--- config.mk ---
export PLATFORM = sky130hd
export DESIGN_NAME = control_fsm_flat
export DESIGN_NICKNAME = d
export VERILOG_FILES = /design/src/rtl/control_fsm_pkg.sv /design/src/rtl/control_fsm_if.sv /design/src/rtl/control_fsm_state_reg.sv /design/src/rtl/control_fsm.sv /design/src/flat_wrapper.sv
export SDC_FILE = /design/constraint.sdc
export NUM_CORES = 1
export LEC_CHECK = 0
export CAP_MARGIN = 30
export CORE_MARGIN = 5
export CORE_UTILIZATION = 46
export DETAILED_ROUTE_END_ITERATION = 7
export PLACE_DENSITY_LB_ADDON = 0.15
export RECOVER_POWER = 50
export SLEW_MARGIN = 20
export SYNTH_ARGS = -nofsm -noshare
export SYNTH_HDL_FRONTEND = slang
export SYNTH_SLANG_ARGS = --single-unit
--- constraint.sdc ---
create_clock -name clk -period 2.15 [get_ports clk]
set_clock_uncertainty 0.1 [all_clocks]
set_input_delay 0.43 -clock clk [delete_from_list [all_inputs] [get_ports clk]]
set_output_delay 0.43 -clock clk [all_outputs]
set_load 0.05 [all_outputs]
--- src/rtl/control_fsm_pkg.sv ---
// Shared encodings for the instruction-sequencing controller: states, opcodes,
// memory commands and the one-hot register/writeback selects.
package control_fsm_pkg;

   localparam int STATE_W = 5;

   typedef enum logic [STATE_W-1:0] {
      S_RST       = 5'd0,
      S_IF1       = 5'd1,
      S_IF2       = 5'd2,
      S_UPDATE_PC = 5'd3,
      S_DECODE    = 5'd4,
      S_GET_A     = 5'd5,
      S_GET_B     = 5'd6,
      S_ALU       = 5'd7,
      S_WRITE_REG = 5'd8,
      S_MOV_IMM   = 5'd9,
      S_ADDR_CALC = 5'd10,
      S_LOAD_ADDR = 5'd11,
      S_MEM_RD    = 5'd12,
      S_LDR_WB    = 5'd13,
      S_STR_GETD  = 5'd14,
      S_STR_PASS  = 5'd15,
      S_STR_WR    = 5'd16,
      S_HALT      = 5'd17
   } state_t;

   localparam logic [2:0] OPC_LDR  = 3'b011;
   localparam logic [2:0] OPC_STR  = 3'b100;
   localparam logic [2:0] OPC_ALU  = 3'b101;
   localparam logic [2:0] OPC_MOV  = 3'b110;
   localparam logic [2:0] OPC_HALT = 3'b111;

   localparam logic [1:0] OP_MOV_REG = 2'b00;
   localparam logic [1:0] OP_MOV_IMM = 2'b10;
   localparam logic [1:0] OP_ADD     = 2'b00;
   localparam logic [1:0] OP_CMP     = 2'b01;
   localparam logic [1:0] OP_AND     = 2'b10;
   localparam logic [1:0] OP_MVN     = 2'b11;
   localparam logic [1:0] OP_MEM     = 2'b00;

   localparam logic [1:0] MEM_NONE  = 2'b00;
   localparam logic [1:0] MEM_READ  = 2'b01;
   localparam logic [1:0] MEM_WRITE = 2'b10;

   localparam logic [2:0] NSEL_NONE = 3'b000;
   localparam logic [2:0] NSEL_RN   = 3'b100;
   localparam logic [2:0] NSEL_RD   = 3'b010;
   localparam logic [2:0] NSEL_RM   = 3'b001;

   localparam logic [3:0] VSEL_NONE   = 4'b0000;
   localparam logic [3:0] VSEL_MDATA  = 4'b1000;
   localparam logic [3:0] VSEL_SXIMM8 = 4'b0100;
   localparam logic [3:0] VSEL_PC     = 4'b0010;
   localparam logic [3:0] VSEL_C      = 4'b0001;

   function automatic logic is_cmp(input logic [2:0] opc, input logic [1:0] o);
      return (opc == OPC_ALU) && (o == OP_CMP);
   endfunction

endpackage

--- src/rtl/control_fsm_if.sv ---
// Decoder-to-controller inputs and all datapath/fetch/memory control strobes.
interface control_fsm_if;

   logic [2:0] opcode;
   logic [1:0] op;
   logic [2:0] nsel;
   logic [3:0] vsel;
   logic       write;
   logic       loada;
   logic       loadb;
   logic       loadc;
   logic       loads;
   logic       asel;
   logic       bsel;
   logic       load_ir;
   logic       load_pc;
   logic       reset_pc;
   logic       addr_sel;
   logic       load_addr;
   logic [1:0] mem_cmd;
   logic       halted;

   modport master (
      input  opcode, op,
      output nsel, vsel, write, loada, loadb, loadc, loads, asel, bsel,
             load_ir, load_pc, reset_pc, addr_sel, load_addr, mem_cmd, halted
   );

   modport slave (
      output opcode, op,
      input  nsel, vsel, write, loada, loadb, loadc, loads, asel, bsel,
             load_ir, load_pc, reset_pc, addr_sel, load_addr, mem_cmd, halted
   );

endinterface

--- src/rtl/control_fsm_state_reg.sv ---
// Generic k-bit state register with synchronous load and synchronous reset value.
module state_reg #(
   parameter int           K         = 5,
   parameter logic [K-1:0] RESET_VAL = '0
) (
   input  logic         clk,
   input  logic         reset,
   input  logic         load,
   input  logic [K-1:0] d,
   output logic [K-1:0] q
);

   always_ff @(posedge clk) begin
      if (reset)
         q <= RESET_VAL;
      else if (load)
         q <= d;
   end

endmodule

--- src/rtl/control_fsm.sv ---
// Moore controller sequencing fetch, decode and execute of one instruction at a time;
// the state flop lives in state_reg, everything here is combinational.
module control_fsm
   import control_fsm_pkg::*;
(
   input  logic          clk,
   input  logic          reset,
   control_fsm_if.master bus
);

   logic [STATE_W-1:0] state_q;
   logic [STATE_W-1:0] state_d;
   state_t             state;
   state_t             next_state;

   assign state   = state_t'(state_q);
   assign state_d = next_state;

   state_reg #(
      .K         (STATE_W),
      .RESET_VAL (S_RST)
   ) u_state_reg (
      .clk   (clk),
      .reset (reset),
      .load  (1'b1),
      .d     (state_d),
      .q     (state_q)
   );

   // Every strobe defaults low so each state lists only what it asserts.
   always_comb begin
      next_state    = state;
      bus.nsel      = NSEL_NONE;
      bus.vsel      = VSEL_NONE;
      bus.write     = 1'b0;
      bus.loada     = 1'b0;
      bus.loadb     = 1'b0;
      bus.loadc     = 1'b0;
      bus.loads     = 1'b0;
      bus.asel      = 1'b0;
      bus.bsel      = 1'b0;
      bus.load_ir   = 1'b0;
      bus.load_pc   = 1'b0;
      bus.reset_pc  = 1'b0;
      bus.addr_sel  = 1'b0;
      bus.load_addr = 1'b0;
      bus.mem_cmd   = MEM_NONE;
      bus.halted    = 1'b0;

      case (state)
         S_RST: begin
            bus.reset_pc = 1'b1;
            bus.load_pc  = 1'b1;
            next_state   = S_IF1;
         end
         S_IF1: begin
            bus.addr_sel = 1'b1;
            bus.mem_cmd  = MEM_READ;
            next_state   = S_IF2;
         end
         S_IF2: begin
            bus.addr_sel = 1'b1;
            bus.mem_cmd  = MEM_READ;
            bus.load_ir  = 1'b1;
            next_state   = S_UPDATE_PC;
         end
         S_UPDATE_PC: begin
            bus.load_pc = 1'b1;
            next_state  = S_DECODE;
         end
         // Unrecognised encodings fall back to IF1 as a NOP.
         S_DECODE: begin
            next_state = S_IF1;
            case (bus.opcode)
               OPC_MOV: begin
                  if (bus.op == OP_MOV_IMM)
                     next_state = S_MOV_IMM;
                  else if (bus.op == OP_MOV_REG)
                     next_state = S_GET_B;
               end
               OPC_ALU:  next_state = (bus.op == OP_MVN) ? S_GET_B : S_GET_A;
               OPC_LDR:  if (bus.op == OP_MEM) next_state = S_GET_A;
               OPC_STR:  if (bus.op == OP_MEM) next_state = S_GET_A;
               OPC_HALT: next_state = S_HALT;
               default:  next_state = S_IF1;
            endcase
         end
         S_GET_A: begin
            bus.nsel   = NSEL_RN;
            bus.loada  = 1'b1;
            next_state = (bus.opcode == OPC_ALU) ? S_GET_B : S_ADDR_CALC;
         end
         S_GET_B: begin
            bus.nsel   = NSEL_RM;
            bus.loadb  = 1'b1;
            next_state = S_ALU;
         end
         // MOV reg passes B through by zeroing A; CMP only updates status.
         S_ALU: begin
            bus.asel = (bus.opcode == OPC_MOV);
            if (is_cmp(bus.opcode, bus.op)) begin
               bus.loads  = 1'b1;
               next_state = S_IF1;
            end else begin
               bus.loadc  = 1'b1;
               next_state = S_WRITE_REG;
            end
         end
         S_WRITE_REG: begin
            bus.nsel   = NSEL_RD;
            bus.vsel   = VSEL_C;
            bus.write  = 1'b1;
            next_state = S_IF1;
         end
         S_MOV_IMM: begin
            bus.nsel   = NSEL_RN;
            bus.vsel   = VSEL_SXIMM8;
            bus.write  = 1'b1;
            next_state = S_IF1;
         end
         S_ADDR_CALC: begin
            bus.bsel   = 1'b1;
            bus.loadc  = 1'b1;
            next_state = S_LOAD_ADDR;
         end
         S_LOAD_ADDR: begin
            bus.load_addr = 1'b1;
            next_state    = (bus.opcode == OPC_LDR) ? S_MEM_RD : S_STR_GETD;
         end
         S_MEM_RD: begin
            bus.mem_cmd = MEM_READ;
            next_state  = S_LDR_WB;
         end
         S_LDR_WB: begin
            bus.mem_cmd = MEM_READ;
            bus.nsel    = NSEL_RD;
            bus.vsel    = VSEL_MDATA;
            bus.write   = 1'b1;
            next_state  = S_IF1;
         end
         S_STR_GETD: begin
            bus.nsel   = NSEL_RD;
            bus.loadb  = 1'b1;
            next_state = S_STR_PASS;
         end
         S_STR_PASS: begin
            bus.asel   = 1'b1;
            bus.loadc  = 1'b1;
            next_state = S_STR_WR;
         end
         S_STR_WR: begin
            bus.mem_cmd = MEM_WRITE;
            next_state  = S_IF1;
         end
         S_HALT: begin
            bus.halted = 1'b1;
            next_state = S_HALT;
         end
         default: next_state = S_RST;
      endcase
   end

endmodule

--- src/flat_wrapper.sv ---
// flat-port wrapper written by rule: the top's interface ports become plain ports
module control_fsm_flat import control_fsm_pkg::*;
  (clk, reset, bus_opcode, bus_op, bus_nsel, bus_vsel, bus_write, bus_loada, bus_loadb, bus_loadc, bus_loads, bus_asel, bus_bsel, bus_load_ir, bus_load_pc, bus_reset_pc, bus_addr_sel, bus_load_addr, bus_mem_cmd, bus_halted);
  control_fsm_if bus_i ();
  input  logic clk;
  input  logic reset;
  input wire logic [$bits(bus_i.opcode)-1:0] bus_opcode;
  input wire logic [$bits(bus_i.op)-1:0] bus_op;
  output wire logic [$bits(bus_i.nsel)-1:0] bus_nsel;
  output wire logic [$bits(bus_i.vsel)-1:0] bus_vsel;
  output wire logic [$bits(bus_i.write)-1:0] bus_write;
  output wire logic [$bits(bus_i.loada)-1:0] bus_loada;
  output wire logic [$bits(bus_i.loadb)-1:0] bus_loadb;
  output wire logic [$bits(bus_i.loadc)-1:0] bus_loadc;
  output wire logic [$bits(bus_i.loads)-1:0] bus_loads;
  output wire logic [$bits(bus_i.asel)-1:0] bus_asel;
  output wire logic [$bits(bus_i.bsel)-1:0] bus_bsel;
  output wire logic [$bits(bus_i.load_ir)-1:0] bus_load_ir;
  output wire logic [$bits(bus_i.load_pc)-1:0] bus_load_pc;
  output wire logic [$bits(bus_i.reset_pc)-1:0] bus_reset_pc;
  output wire logic [$bits(bus_i.addr_sel)-1:0] bus_addr_sel;
  output wire logic [$bits(bus_i.load_addr)-1:0] bus_load_addr;
  output wire logic [$bits(bus_i.mem_cmd)-1:0] bus_mem_cmd;
  output wire logic [$bits(bus_i.halted)-1:0] bus_halted;
  assign bus_i.opcode = bus_opcode;
  assign bus_i.op = bus_op;
  assign bus_nsel = bus_i.nsel;
  assign bus_vsel = bus_i.vsel;
  assign bus_write = bus_i.write;
  assign bus_loada = bus_i.loada;
  assign bus_loadb = bus_i.loadb;
  assign bus_loadc = bus_i.loadc;
  assign bus_loads = bus_i.loads;
  assign bus_asel = bus_i.asel;
  assign bus_bsel = bus_i.bsel;
  assign bus_load_ir = bus_i.load_ir;
  assign bus_load_pc = bus_i.load_pc;
  assign bus_reset_pc = bus_i.reset_pc;
  assign bus_addr_sel = bus_i.addr_sel;
  assign bus_load_addr = bus_i.load_addr;
  assign bus_mem_cmd = bus_i.mem_cmd;
  assign bus_halted = bus_i.halted;
  control_fsm u_core (.clk(clk), .reset(reset), .bus(bus_i));
endmodule
==> metrics.md, run 1 <==
| Metric | Value |
|---|---|
| Outcome | `finished clean` |
| Worst Hold Class | `in -> reg` |
| Sink Count | `5` |
| # setup viols final | `0` |
| Crit. End Element | `output pin` |
| Max IR drop VDD | `893.7 uV` |
| First-pass GRT wire length | `4.429 mm` |
| Unique masters post-synth | `41` |
| WL met1 | `1.064 mm` |
| CP max FO | `8` |
| Hold Path Cell Cnt | `4` |
| CP cell instances | `buf_4 -> or3b_4 -> nor3_2 -> buf_12` |
| Top reg by flops | `u_core.u_state_reg.q` |
| Predominant post-synthesis flop cell | `dfxtp_1` |
| Pwr Density | `1289 mW/mm^2` |
| Syn Area/Cell | `6.466 um^2` |
| Fin util | `87.21%` |
| Post-synthesis cell area | `730.7 um^2` |
| Antenna Cells | `0` |
| Worst Path Buf+Inv | `2` |
| Synthesized Nets | `120` |
| Reg2reg path depth | `5` |
| Top Family by Delay on Critical Path | `simple AND/OR/NAND/NOR gates` |
| DR iter-0 viols | `77` |
| Num CTS Buffers | `3` |
| Ys Warns | `0` |
| Pin count of the biggest net entering global routing | `13` |
| Final Hold Fails | `0` |
| Post-CTS setup buffers | `0` |
| # port buffers | `27` |
| HPWL Detailed | `2.109 mm` |
| Filler cell count | `70` |
| Yosys reg bits | `5` |
| Vias | `1076` |
| Clock Latency Late Sink | `0.25 ns` |
| GRT Residual Overflow | `0` |
| DRC viols | `0` |
| Setup crit start kind | `flip-flop` |
| Area leader, netlist | `dfxtp_1` |
| Post-DR vias/cell | `6.482` |
| Router iterations before antenna repair | `4` |
| Placed Instances | `162` |
| Max-slew violations | `0` |
| CP Class | `reg -> out` |
| Regs by FF count | `u_core.u_state_reg.q (5)` |
| Root Buffer | `clkbuf_4` |
| Slowest stage delay, CP | `0.39 ns` |
| Post-synth top area share | `13.70%` |
| Clock slew at reported path FFs | `0.05 ns` |
| Initial antenna violation count | `0` |
| DIE HEIGHT | `49.86 um` |
| Share of post-route cells with drive strength above 1 | `38.00%` |
| Critical path data arrival time | `1.53 ns` |
| Die area | `0.002486 mm^2` |
| Most frequent cells in the layout | `buf_12, buf_4, nor2_1, nand2_1, a21oi_1` |
| Number of flip-flops in the largest register | `5` |
| Die X | `49.86 um` |
| Final Cycle Share | `95.74%` |
| DR top layer | `met4` |
| Initial Utilization | `48.50%` |
| RSZ-0062 raised after global routing | `no` |
| Total Routing Usage GR | `22.24%` |
| GP Congestion | `0.8761` |
| Core area | `0.001506 mm^2` |
| Seq/Total Area, Yosys | `13.70%` |
| Vias in the first global route | `1001` |
| Row Count | `14` |
| Minimum clock period after layout | `2.058 ns` |
| CP max-delay cell | `or3b_4` |
| Non-Filler Instances | `166` |
| Routed met2 length | `1.505 mm` |
| Top Ports | `29` |
| Post-synth EDFFs | `0` |
| Dominant cells by area after synthesis | `dfxtp_1, nor2_1, a21oi_1` |
| Gate Count Post-Synth | `113` |
| Commonest non-fill, non-tap cell in the layout | `buf_12` |
| CTS tree | `done` |
| Leak pwr | `0.5607 nW` |
| CP Depth | `4` |
| Async SR Flop Fraction | `0%` |
| DRT antenna net count | `0` |
| Layout area overhead | `79.79%` |
| H-tree Lvls | `1` |
| Drt wl/cell | `18.11 um` |
| Max Cap Violations | `0` |
| Min Hold Slack | `0.5485 ns` |
| WL met3 | `336 um` |
| CTS Buffer Depth | `2` |
| Hold-fix buffers, CTS | `0` |
| Total wire length | `3.007 mm` |
| Fmax | `0.4858 GHz` |
| Final nets | `158` |
| Worst EP required | `1.62 ns` |
-- worst reg2reg max path, delay by kind of cell (launching register included) --
| family | cells | cell delay [ns] |
|---|---|---|
| compound gates | 1 | 0.17 |
| buf+inv | 1 | 0.18 |
| flops | 1 | 0.42 |
| simple gates | 3 | 0.61 |
-- Yosys cell counts (2+ instances only) --
cell	n
nor2_1	17
a21oi_1	9
nand2_1	9
nor3_1	9
buf_2	7
dfxtp_1	5
nand3_1	5
inv_1	4
a31oi_1	3
and3b_1	3
nand2b_1	3
nor2b_1	3
and3_1	2
buf_4	2
nor3b_1	2
nor4b_1	2
o21ai_0	2
o21ai_1	2
o2bb2ai_1	2
-- stage by stage --
step	total power [mW]	TNS, ns	cell area [um^2]	setup slack, ns
after CTS	1.729	0	1343	0.01315
after global routing	1.775	0	1314	0.02515
final	1.694	0	1314	0.09166
after floorplan	1.004	-0.2533	755.7	-0.2533
after detailed placement	1.608	-0.1364	1319	-0.07838
after global placement	1.564	-0.009967	1319	-0.009967
-- layer usage --
metal	vias up	track usage, %
li1	479	-
met1	485	24.05
met2	96	41.74
met3	16	4.217
met4	0	7.860
met5	-	0
-- logic make-up (layout without fill, tap and decap cells) --
family | after synthesis | after routing | share of synthesized area [%]
and+or+nand+nor | 64 | 64 | 47.95
AOI/OAI and AO/OA | 26 | 26 | 23.97
muxes | 2 | 2 | 2.911
buffers and inverters | 15 | 52 | 10.96
other | 1 | 1 | 0.5132
DFF | 5 | 5 | 13.70
-- report_power, final --
group	internal (mW)	switching (mW)	total, mW
clock network	0.0707	0.0476	0.118
logic	0.567	0.800	1.37
registers	0.131	0.0778	0.209
-- final timing paths --
| check | slack (ns) | end | start |
|---|---|---|---|
| max | 0.09 | bus_mem_cmd[1] | u_core.u_state_reg.q[3]$_SDFF_PP0_ |
| min | 0.55 | u_core.u_state_reg.q[3]$_SDFF_PP0_ | bus_op[0] |
| max reg2reg | 0.61 | u_core.u_state_reg.q[3]$_SDFF_PP0_ | u_core.u_state_reg.q[2]$_SDFF_PP0_ |
| min reg2reg | 0.56 | u_core.u_state_reg.q[4]$_SDFF_PP0_ | u_core.u_state_reg.q[4]$_SDFF_PP0_ |
-- area by class of cell --
cell class,count,area [um^2],share of cell area (%)
Multi-Input combinational cell,93,579.3,44.10
Timing Repair Buffer,44,566.8,43.14
Sequential cell,5,106.4,8.095
Clock buffer,4,26.28,2.000
Tap cell,16,20.02,1.524
Inverter,4,15.01,1.143
-- repair_timing --
item                                    in CTS  in global routing
gates cloned                                 0                  0
endpoints found under the setup margin       2                 11
resized for setup                            6                  9
pin swaps                                    2                  2
Note: power is estimated with default switching activity, not from simulation.
==> inputs of run 2 (changes only) <==
--- a/config.mk
+++ b/config.mk
@@ -7,10 +7,11 @@
 export LEC_CHECK = 0
 export CAP_MARGIN = 30
 export CORE_MARGIN = 5
-export CORE_UTILIZATION = 46
+export CORE_UTILIZATION = 40
 export DETAILED_ROUTE_END_ITERATION = 7
 export PLACE_DENSITY_LB_ADDON = 0.15
 export RECOVER_POWER = 50
+export REMOVE_ABC_BUFFERS = 1
 export SLEW_MARGIN = 20
 export SYNTH_ARGS = -nofsm -noshare
 export SYNTH_HDL_FRONTEND = slang
==> run 2 against run 1 <==
Flip-flop and latch count is the same. Clock-buffer cell count is the same. Cell area shrank 2.8%. Critical path depth grew 2. Final cell count grew 6.6%. Clock power is essentially flat. Fmax shrank 3.2%. Sequential share of layout area grew 0.13 points. Routed wire length shrank 17%. Power shrank 2.9%. Core utilization shrank 13 points. Register-to-register slack gained 0.02 ns. Critical endpoint is now bus_loads.
==> metrics.md, run 2 (synthesized netlist as in run 1, its figures left out) <==
| Metric | Value |
|---|---|
| Crit. End Element | `output pin` |
| TNS Setup | `0 ns` |
| DR iter-0 viols | `33` |
| HPWL Detailed | `1.949 mm` |
| Antenna Cells | `0` |
| # setup viols final | `0` |
| Initial antenna violation count | `0` |
| Fin util | `73.99%` |
| Vias in the first global route | `939` |
| Core area | `0.001727 mm^2` |
| Final nets | `160` |
| H-tree Lvls | `1` |
| CP cell instances | `clkdlybuf4s50_1 -> and3b_1 -> nand2_1 -> nor3_2 -> buf_4 -> buf_12` |
| Max-slew violations | `0` |
| Commonest non-fill, non-tap cell in the layout | `buf_4` |
| Leak pwr | `0.5524 nW` |
| P_int | `0.7653 mW` |
| Num CTS Buffers | `3` |
| Post-DR vias/cell | `5.492` |
| Switching part of the total | `53.47%` |
| Total Routing Usage GR | `19.72%` |
| CP max FO | `3` |
| Layout area overhead | `74.83%` |
| Max IR drop VDD | `951.1 uV` |
| Worst Hold Class | `reg -> reg` |
| Die X | `52.74 um` |
| Drt wl/cell | `14.05 um` |
| Critical path data arrival time | `1.60 ns` |
| Sequential Power Share | `12.2%` |
| CP Class | `in -> out` |
| Final instance area | `0.001277 mm^2` |
| Most frequent cells in the layout | `buf_4, nor2_1, buf_12, nand2_1, a21oi_1` |
| Clk pwr share | `7.0%` |
| Minimum clock period after layout | `2.127 ns` |
| DIE HEIGHT | `52.74 um` |
| Initial Utilization | `42.32%` |
| Pwr Density | `1288 mW/mm^2` |
| Worst EP required | `1.62 ns` |
| Fmax | `0.4701 GHz` |
| Root Buffer | `clkbuf_4` |
| Dpl cell area | `0.001333 mm^2` |
| Setup crit start kind | `input port` |
| Logic pwr share | `80.9%` |
| GP Congestion | `0.7989` |
| Sink Count | `5` |
| First-pass GRT wire length | `4.098 mm` |
| Top Ports | `29` |
| WL met3 | `121 um` |
| DRC viols | `0` |
| # port buffers | `27` |
| Clock Latency Late Sink | `0.25 ns` |
| Outcome | `finished clean` |
| Max Cap Violations | `0` |
| Vias | `972` |
| Sw Pwr | `0.8795 mW` |
| Final Hold Fails | `0` |
| Pin count of the biggest net entering global routing | `13` |
| Final Cycle Share | `98.93%` |
| CTS tree | `done` |
| Clock slew at reported path FFs | `0.05 ns` |
| Row Count | `15` |
| Share of post-route cells with drive strength above 1 | `34.21%` |
| Routed met2 length | `1.254 mm` |
| Top reg by flops | `u_core.u_state_reg.q` |
| Router iterations before antenna repair | `4` |
| Dpl ws | `-0.03525 ns` |
| GRT Residual Overflow | `0` |
| Slowest stage delay, CP | `0.48 ns` |
| CTS Buffer Depth | `2` |
| DR top layer | `met4` |
| WL met1 | `1.069 mm` |
| Regs by FF count | `u_core.u_state_reg.q (5)` |
| Number of flip-flops in the largest register | `5` |
| DRT antenna net count | `0` |
| Die area | `0.002782 mm^2` |
| CP max-delay cell | `clkdlybuf4s50_1` |
| Total wire length | `2.487 mm` |
| Final worst slack | `0.02300 ns` |
## run 2: cell count changes in the layout (fill, tap and decap cells not counted), moves of 2 or more
cell             change
clkbuf_2             +4
nor3_1               +3
nor3_2               -3
buf_12               -2
clkdlybuf4s50_1      +2
dlygate4sd2_1        -2
## run 2: final cells by class
cell class / instances / area (um^2)
multi-input combinational: 93 / 558.0
timing repair buffer: 46 / 541.8
fill: 149 / 449.2
sequential: 5 / 105.1
tap: 25 / 31.28
clock buffer: 4 / 26.28
inverter: 4 / 15.01
## run 2: power by group through the flow
stage / Clock [mW] / Combinational (mW) / Sequential (mW)
final: 0.115 / 1.33 / 0.200
after global routing: 0.123 / 1.41 / 0.211
after CTS: 0.114 / 1.42 / 0.194
after detailed placement: 0 / 1.42 / 0.196
after global placement: 0 / 1.39 / 0.190
after floorplan: 0 / 0.702 / 0.219
## run 2: what timing repair did
item | CTS | global route
hold buffers | 0 | 0
setup buffers | 0 | 0
pin swaps | 3 | 2
resized for setup | 2 | 8
setup endpoints to repair | 2 | 9
## run 2: per-stage QoR
stage | power (mW) | hold slack (ns) | instances
final | 1.645 | 0.5774 | 177
after global routing | 1.739 | 0.5896 | 177
after CTS | 1.733 | 0.6349 | 177
after detailed placement | 1.617 | 0.6285 | 173
after global placement | 1.582 | 0.6160 | 173
after floorplan | 0.9216 | 0.4093 | 102
## run 2: path summary, 6_finish.rpt
check                                             to                               start  cells after the start  slack [ns]
setup / recovery                           bus_loads                       bus_opcode[0]                      6        0.02
hold / removal    u_core.u_state_reg.q[2]$_SDFF_PP0_  u_core.u_state_reg.q[0]$_SDFF_PP0_                      2        0.58
setup reg to reg  u_core.u_state_reg.q[0]$_SDFF_PP0_  u_core.u_state_reg.q[1]$_SDFF_PP0_                      5        0.63
hold reg to reg   u_core.u_state_reg.q[2]$_SDFF_PP0_  u_core.u_state_reg.q[0]$_SDFF_PP0_                      2        0.58
## run 2: layer usage
metal / vias to the layer above / GRT usage [%]
met5: - / 0
met4: 0 / 8.511
met3: 8 / 1.709
met2: 40 / 33.68
met1: 442 / 24.83
li1: 482 / -
## run 2: worst max-delay path: cells and delay by family
family | cells | cell delay, ns
and+or+nand+nor | 3 | 0.40
buffers and inverters | 3 | 0.76
